$ cat config.mk
export PLATFORM = sky130hd
export DESIGN_NAME = scan_test_ctrl
export DESIGN_NICKNAME = d
export VERILOG_FILES = /design/src/rtl/scan_test_ctrl.sv
export SDC_FILE = /design/constraint.sdc
export NUM_CORES = 1
export LEC_CHECK = 0
export CAP_MARGIN = 40
export CORE_MARGIN = 10
export CORE_UTILIZATION = 60
export CTS_CLUSTER_SIZE = 10
export DETAILED_ROUTE_END_ITERATION = 8
export DONT_BUFFER_PORTS = 1
export PLACE_DENSITY = 0.74
export SKIP_LAST_GASP = 1
export SLEW_MARGIN = 15
export SYNTH_ARGS = -nofsm -noshare
export SYNTH_HDL_FRONTEND = slang
export SYNTH_SLANG_ARGS = --single-unit
$ cat constraint.sdc
create_clock -name clk -period 2.03 [get_ports clk]
set_clock_uncertainty 0.05 [all_clocks]
set_input_delay 0.406 -clock clk [delete_from_list [all_inputs] [get_ports clk]]
set_output_delay 0.406 -clock clk [all_outputs]
set_load 0.02 [all_outputs]
$ cat src/rtl/scan_test_ctrl.sv
// scan_test_ctrl: drives a 2N-bit multiplier scan chain and runs one test vector per start.
// Per vector: shift in {op_a, op_b} LSB first, one capture cycle, shift out the 2N-bit
// product LSB first, then present result/pass with a one-cycle done pulse.
// Optional feature macro: SCAN_CTRL_CHECK_EN (expected-product compare, pass, err_cnt).
module scan_test_ctrl #(
  parameter int unsigned N     = 4,
  parameter int unsigned CNT_W = 8
) (
  input  logic             clk,
  input  logic             rst,
  input  logic             start,
  input  logic [N-1:0]     op_a,
  input  logic [N-1:0]     op_b,
  input  logic [2*N-1:0]   exp_prod,
  output logic             busy,
  output logic             done,
  output logic [2*N-1:0]   result,
  output logic             pass,
  output logic [CNT_W-1:0] vec_cnt,
  output logic [CNT_W-1:0] err_cnt,
  output logic             scan_en,
  output logic             scan_in,
  input  logic             scan_out
);

  localparam int unsigned CHAIN_W = 2 * N;
  localparam int unsigned BIT_W   = 5;
  localparam logic [BIT_W-1:0] LAST_BIT = BIT_W'(CHAIN_W - 1);

  typedef enum logic [2:0] {
    S_IDLE,
    S_SHIFT_IN,
    S_CAPTURE,
    S_SHIFT_OUT,
    S_DONE
  } state_t;

  state_t             state, state_nxt;
  logic [BIT_W-1:0]   bit_cnt, bit_cnt_nxt;
  logic [CHAIN_W-1:0] vec_sh, vec_sh_nxt;
  logic [CHAIN_W-1:0] res_sh, res_sh_nxt;
  logic [CHAIN_W-1:0] result_nxt;
  logic [CNT_W-1:0]   vec_cnt_nxt;
  logic               scan_en_nxt;
  logic               scan_in_nxt;
  logic               busy_nxt;
  logic               done_nxt;
  logic [CHAIN_W-1:0] prod_c;

  // Full product as it stands at the closing edge of the last SHIFT_OUT cycle.
  assign prod_c = {scan_out, res_sh[CHAIN_W-1:1]};

`ifdef SCAN_CTRL_CHECK_EN
  logic [CHAIN_W-1:0] exp_q, exp_nxt;
  logic               pass_q, pass_nxt;
  logic [CNT_W-1:0]   err_q, err_nxt;

  assign pass    = pass_q;
  assign err_cnt = err_q;
`else
  logic unused_exp_prod;

  // Compare path is absent: expected product is never consumed.
  assign unused_exp_prod = ^exp_prod;
  assign pass            = 1'b0;
  assign err_cnt         = '0;
`endif

  // Next-state and registered-output decode.
  always_comb begin
    state_nxt   = state;
    bit_cnt_nxt = bit_cnt;
    vec_sh_nxt  = vec_sh;
    res_sh_nxt  = res_sh;
    result_nxt  = result;
    vec_cnt_nxt = vec_cnt;
    scan_en_nxt = 1'b0;
    scan_in_nxt = 1'b0;
    busy_nxt    = 1'b0;
    done_nxt    = 1'b0;
`ifdef SCAN_CTRL_CHECK_EN
    exp_nxt     = exp_q;
    pass_nxt    = pass_q;
    err_nxt     = err_q;
`endif

    case (state)
      S_IDLE, S_DONE: begin
        if (start) begin
          state_nxt   = S_SHIFT_IN;
          bit_cnt_nxt = '0;
          // Bit 0 goes out with the first SHIFT_IN cycle; the rest queue behind it.
          vec_sh_nxt  = CHAIN_W'({op_a, op_b} >> 1);
          scan_in_nxt = op_b[0];
          scan_en_nxt = 1'b1;
          busy_nxt    = 1'b1;
`ifdef SCAN_CTRL_CHECK_EN
          exp_nxt     = exp_prod;
`endif
        end else begin
          state_nxt = S_IDLE;
        end
      end

      S_SHIFT_IN: begin
        busy_nxt = 1'b1;
        if (bit_cnt == LAST_BIT) begin
          state_nxt = S_CAPTURE;
        end else begin
          bit_cnt_nxt = bit_cnt + BIT_W'(1);
          scan_en_nxt = 1'b1;
          scan_in_nxt = vec_sh[0];
          vec_sh_nxt  = vec_sh >> 1;
        end
      end

      S_CAPTURE: begin
        state_nxt   = S_SHIFT_OUT;
        bit_cnt_nxt = '0;
        scan_en_nxt = 1'b1;
        busy_nxt    = 1'b1;
      end

      S_SHIFT_OUT: begin
        res_sh_nxt = prod_c;
        if (bit_cnt == LAST_BIT) begin
          state_nxt   = S_DONE;
          done_nxt    = 1'b1;
          result_nxt  = prod_c;
          vec_cnt_nxt = (vec_cnt == '1) ? vec_cnt : vec_cnt + CNT_W'(1);
`ifdef SCAN_CTRL_CHECK_EN
          pass_nxt    = (prod_c == exp_q);
          if ((prod_c != exp_q) && (err_q != '1)) begin
            err_nxt = err_q + CNT_W'(1);
          end
`endif
        end else begin
          bit_cnt_nxt = bit_cnt + BIT_W'(1);
          scan_en_nxt = 1'b1;
          busy_nxt    = 1'b1;
        end
      end

      default: begin
        state_nxt = S_IDLE;
      end
    endcase
  end

  // State and output registers with synchronous reset.
  always_ff @(posedge clk) begin
    if (rst) begin
      state   <= S_IDLE;
      bit_cnt <= '0;
      vec_sh  <= '0;
      res_sh  <= '0;
      result  <= '0;
      vec_cnt <= '0;
      scan_en <= 1'b0;
      scan_in <= 1'b0;
      busy    <= 1'b0;
      done    <= 1'b0;
`ifdef SCAN_CTRL_CHECK_EN
      exp_q   <= '0;
      pass_q  <= 1'b0;
      err_q   <= '0;
`endif
    end else begin
      state   <= state_nxt;
      bit_cnt <= bit_cnt_nxt;
      vec_sh  <= vec_sh_nxt;
      res_sh  <= res_sh_nxt;
      result  <= result_nxt;
      vec_cnt <= vec_cnt_nxt;
      scan_en <= scan_en_nxt;
      scan_in <= scan_in_nxt;
      busy    <= busy_nxt;
      done    <= done_nxt;
`ifdef SCAN_CTRL_CHECK_EN
      exp_q   <= exp_nxt;
      pass_q  <= pass_nxt;
      err_q   <= err_nxt;
`endif
    end
  end

endmodule
* After elaboration in Yosys (flattened, before gate mapping) *
Cells that the tools add are included.

word-level totals
  bits in registers = 44
  bits of input ports = 20
  output and inout port bits = 29

cells by class
  add/sub/neg operators = 2
  equality and inequality tests = 11
  multiplexer cells = 18
  bitwise gates (word level) = 2
  reductions and logical operators = 12

operator list
  cell                   count
  $mux W8                2
  $pmux W8 S2            1
  $pmux W5 S3            1
  $pmux W3 S4            1
  $mux W5                2
  $ne A2 B2 Y1 const B   5
  $reduce_and A3 Y1      3
  $add A8 B1 Y8 const B  1
  $eq A8 B8 Y1 const B   1
  $reduce_or A2 Y1       4
  $eq A3 B2 Y1 const B   2
  $mux W1                6
  $mux W3                2
  $pmux W1 S3            2
  $add A5 B1 Y5 const B  1
  $eq A5 B3 Y1 const B   1
  $reduce_and A2 Y1      2
  $eq A3 B1 Y1 const B   1
  $eq A3 B3 Y1 const B   1
  $logic_not A3 Y1       1
  $reduce_bool A3 Y1     1
  $not A1 Y1             2
  $pmux W1 S2            1
  $reduce_bool A2 Y1     1

* Depth between registers and ports, before layout *
  depth in word-level cells = 4
  gate-level depth with buffers = 7
  gate-level depth less buffers = 5

* Worst setup path after synthesis *
OpenSTA, ideal clock, no wires.

  path type = reg-to-reg
  start point = register bit_cnt[0]
  end point = register vec_cnt[3]
  setup time = 0.071 ns
  arrival time = 1.599 ns
  slack = 0.311 ns
  stages on the path, launching flop included = 6
  buffers on the path = 0
  cell sequence = dfxtp_1 > ha_1 > and4bb_4 > o211ai_4 > or4b_1 > a21oi_1

between the ends
  longest elaborated chain between the ends = 2

RTL lines
  item                         RTL line  RTL
  start: declaration           39        logic [BIT_W-1:0] bit_cnt, bit_cnt_nxt;
  start signal: assignment     170       bit_cnt <= bit_cnt_nxt;
  $eq A5 B3 Y1                 126       if (bit_cnt == LAST_BIT) begin
  $reduce_and A3 Y1 (no line)  -
  end signal: assignment       174       vec_cnt <= vec_cnt_nxt;
  end: declaration             19        output logic [CNT_W-1:0] vec_cnt,

No other way between the ends.
A chain may end at the register's enable or synchronous reset.

* Worst setup path in the final report *
Same ends and word-level chain as after synthesis.

==> results.txt <==
----------------------------------------------------
[CTS]
  Clock slew at reported path FFs ... 130 ps
  Clock latency at the later pin of the worst-skew pair ... 350 ps
  Maximum root-to-sink buffer count ... 2
  Number of buffers created by CTS ... 5
  Postcts setup bufs ... 0
  Clock tree root driver cell ... sky130_fd_sc_hd__clkbuf_4
  TritonCTS clock tree ... built
  Total number of clock tree sinks ... 42
  Deepest level of the CTS H-tree ... 2
  Post_cts resized ... 0
  Number of buffers inserted by hold repair at cts ... 0

[Outcome]
  Run status ... completed

[Worst setup path]
  Worst reg-to-reg path cell count ... 5
  Class of the most critical setup path ... register to register
  R2r endpoint ... vec_cnt[3]
  Setup slack, reg-to-reg ... 120 ps
  Arrival time of data at the critical path endpoint ... 2150 ps
  Highest-delay cell along the critical path ... sky130_fd_sc_hd__or4b_1
  Kind of launch point of the worst setup path ... register
  Slowest Stage Delay on Critical Path ... 530 ps
  Category of the worst setup path capture point ... register
  Largest driver fanout on the critical path ... 6
  Ordered cell list for the critical path ... ha_1, and4bb_4, o211ai_4, or4b_1, a21oi_1
  Endpoint required time on the critical path ... 2270 ps
  Worst R2R Start ... bit_cnt[0]

[Drt]
  Number of antenna-violating nets in the routed design ... 0
  TritonRoute pass-1 iters ... 4
  Number of remaining DRC errors ... 0
  Total wire length ... 3810 um
  Number of vias after detailed routing ... 1,407
  Vias per Instance ... 5.86
  Routed length per placed instance ... 15.9 um
  Starting DRC count in detailed routing ... 113

[Yosys]
  Yosys top cell area share ... 46.3%
  Synthesized area per cell ... 8.78 um^2
  Top cells by area in the synthesized netlist ... sky130_fd_sc_hd__dfxtp_1, sky130_fd_sc_hd__nand2_1, sky130_fd_sc_hd__a21oi_1
  Synth unique cells ... 45
  Number of flops mapped to enable cells by yosys ... 0
  Dominant synthesized flop cell ... sky130_fd_sc_hd__dfxtp_1
  Proportion of synthesized flip-flops having asynchronous set or reset ... 0%
  Number of flip-flops and latches in the synthesized netlist ... 42
  Biggest area consumer among synthesized cells ... sky130_fd_sc_hd__dfxtp_1
  Yosys warns ... 0
  Fraction of the yosys area taken by sequential cells ... 46.3%
  Mapped Cells ... 207
  Ranking of synthesized cells by instance count ... sky130_fd_sc_hd__dfxtp_1, sky130_fd_sc_hd__nand2_1, sky130_fd_sc_hd__a21oi_1
  Cell area after synthesis ... 0.00182 mm^2
  Most instantiated library cell after synthesis ... sky130_fd_sc_hd__dfxtp_1

[Global routing]
  Maximum number of pins on one net before global-route repair ... 45
  Number of antenna violations at the first check in global routing ... 0
  Grt ovf ... 0
  Total track usage ... 13.3%
  Vias in the first global route ... 1,282
  Global-route wire length before repair ... 5810 um

[Cells and area]
  Layout cell share with drive strength beyond 1 ... 8.13%
  Growth of design area from synthesis to finish ... 3.99%
  Storage element area ... 841 um^2
  Fill cell total of the finished layout ... 245
  Area of combinational cells with multiple inputs ... 875 um^2
  Final-stage net count ... 230
  Diode count ... 0

[Pwr]
  Power density cells ... 792 mW/mm^2
  Power consumption ... 1.50 mW
  Maximum resistive drop on vdd ... 0.505 mV
  Leakage power ... 0.659 nW

[Job]
  Total of max-cap violations ... 0

[Place]
  Worst setup slack after placement ... 146 ps
  Placer congestion estimate ... 0.769
  Sum of net half-perimeters after detailed placement ... 2780 um
  Count of buffers inserted at the top-level ports ... 0

[Die]
  # rows ... 19
  Horiz. Die Dim ... 75.0 um
  Starting Density ... 64.2%
  Die boundary height ... 75.0 um
  Number of ports placed on the die boundary ... 49
  Core Footprint ... 0.00283 mm^2
  Die area ... 0.00563 mm^2

[Timing]
  Number of slew-limit violations in the final report ... 0
  Upper clock frequency limit ... 523 MHz
  Final Hold Vio Count ... 0
  Aggregate negative setup slack ... 0 ps
  Count of final setup violators ... 0
  Worst setup margin ... 120 ps
  Final critical delay including setup and external delays ... 1910 ps
  Post-route fraction of the period consumed by the critical path ... 94.1%
  RSZ-0062 raised after global routing ... no

[Worst hold path]
  Hold worst-path end ... res_sh[1]
  Hold depth ... 1
  Min-delay src ... rst
  Worst min-delay path category ... input pin to register

----------------------------------------------------
metal layers:
metal	share of wire [%]	global-route usage [%]	wire length, um
met1	42	14.4	1600
met2	49	22.6	1880
met3	8.3	6.04	317
met4	0.37	4.83	14
met5	0	0	0
cell usage in the layout (no fill, tap or decap), drive strengths merged, types with 2 or more instances in the layout:
master,netlist,layout
nand2b,3,3
inv,3,3
a21oi,21,21
conb,1,9
and2,2,2
ha,2,2
a311oi,3,3
a211oi,6,6
nor2b,3,3
clkbuf,7,6
o21ai,6,6
nand2,37,37
nand3b,2,2
a41oi,2,2
or3,3,3
mux2i,7,7
xor2,2,2
dfxtp,42,42
nand3,5,5
nor3b,2,2
nor2,15,15
buf,13,6
power by group:
group          total, mW  internal, mW  switching [mW]
clock network      0.526         0.260           0.266
logic             0.0984        0.0385          0.0598
registers          0.871         0.849          0.0222
total               1.50          1.15           0.348
registers in the layout, indices dropped and copies added, names as in the netlist:
signal	count
vec_cnt	8
result	8
vec_sh	7
scan_en	1
state	3
done	1
scan_in	1
res_sh	7
busy	1
bit_cnt	5
final cells by class:
class	count	area share [%]
Clock buffer	6	2.19
Clock inverter	2	1.99
Inverter	3	0.596
Multi-Input combinational cell	150	46.3
Sequential cell	42	44.5
Tap cell	31	2.05
Timing Repair Buffer	6	2.38
critical path: cells and delay by family, from the launching register on:
family                   cells  cell delay [ps]
AO/OA/AOI/OAI                2              280
adder cells (fa/ha/maj)      1              270
flip-flops                   1              420
AND/OR/NAND/NOR              2              840
worst max-delay path by stage:
| stage | depth (start not counted) | to | slack (ps) | startpoint |
|---|---|---|---|---|
| 2_1_floorplan | 5 | vec_cnt[3] | 310 | bit_cnt[0] |
| 3_3_place_gp | 5 | vec_cnt[3] | 230 | bit_cnt[0] |
| 3_5_place_dp | 5 | vec_cnt[3] | 150 | bit_cnt[0] |
| 4_1_cts | 5 | vec_cnt[3] | 110 | bit_cnt[0] |
| 5_1_grt | 5 | vec_cnt[3] | 20 | bit_cnt[0] |
| 6_report | 5 | vec_cnt[3] | 120 | bit_cnt[0] |
kinds of logic after synthesis:
family / count (synthesis) / synth area share [%]
and+or+nand+nor: 81 / 22.2
other: 1 / 0.206
xor gates and xnor gates: 3 / 1.45
DFF: 42 / 46.3
buffers and inverters: 23 / 7.23
muxes: 7 / 3.86
AOI/OAI and AO/OA: 48 / 17.4
adders and majority gates: 2 / 1.38
stage by stage:
stage	cells	utilization (%)	area, um^2	hold WS [ps]
floorplan	215	-	1850	382
global placement	232	64.0	1810	389
detailed placement	232	64.0	1810	393
CTS	240	66.8	1890	35.9
global route	240	66.8	1890	25.6
finish	240	66.8	1890	63.1
Note: power is estimated with default switching activity, not from simulation.
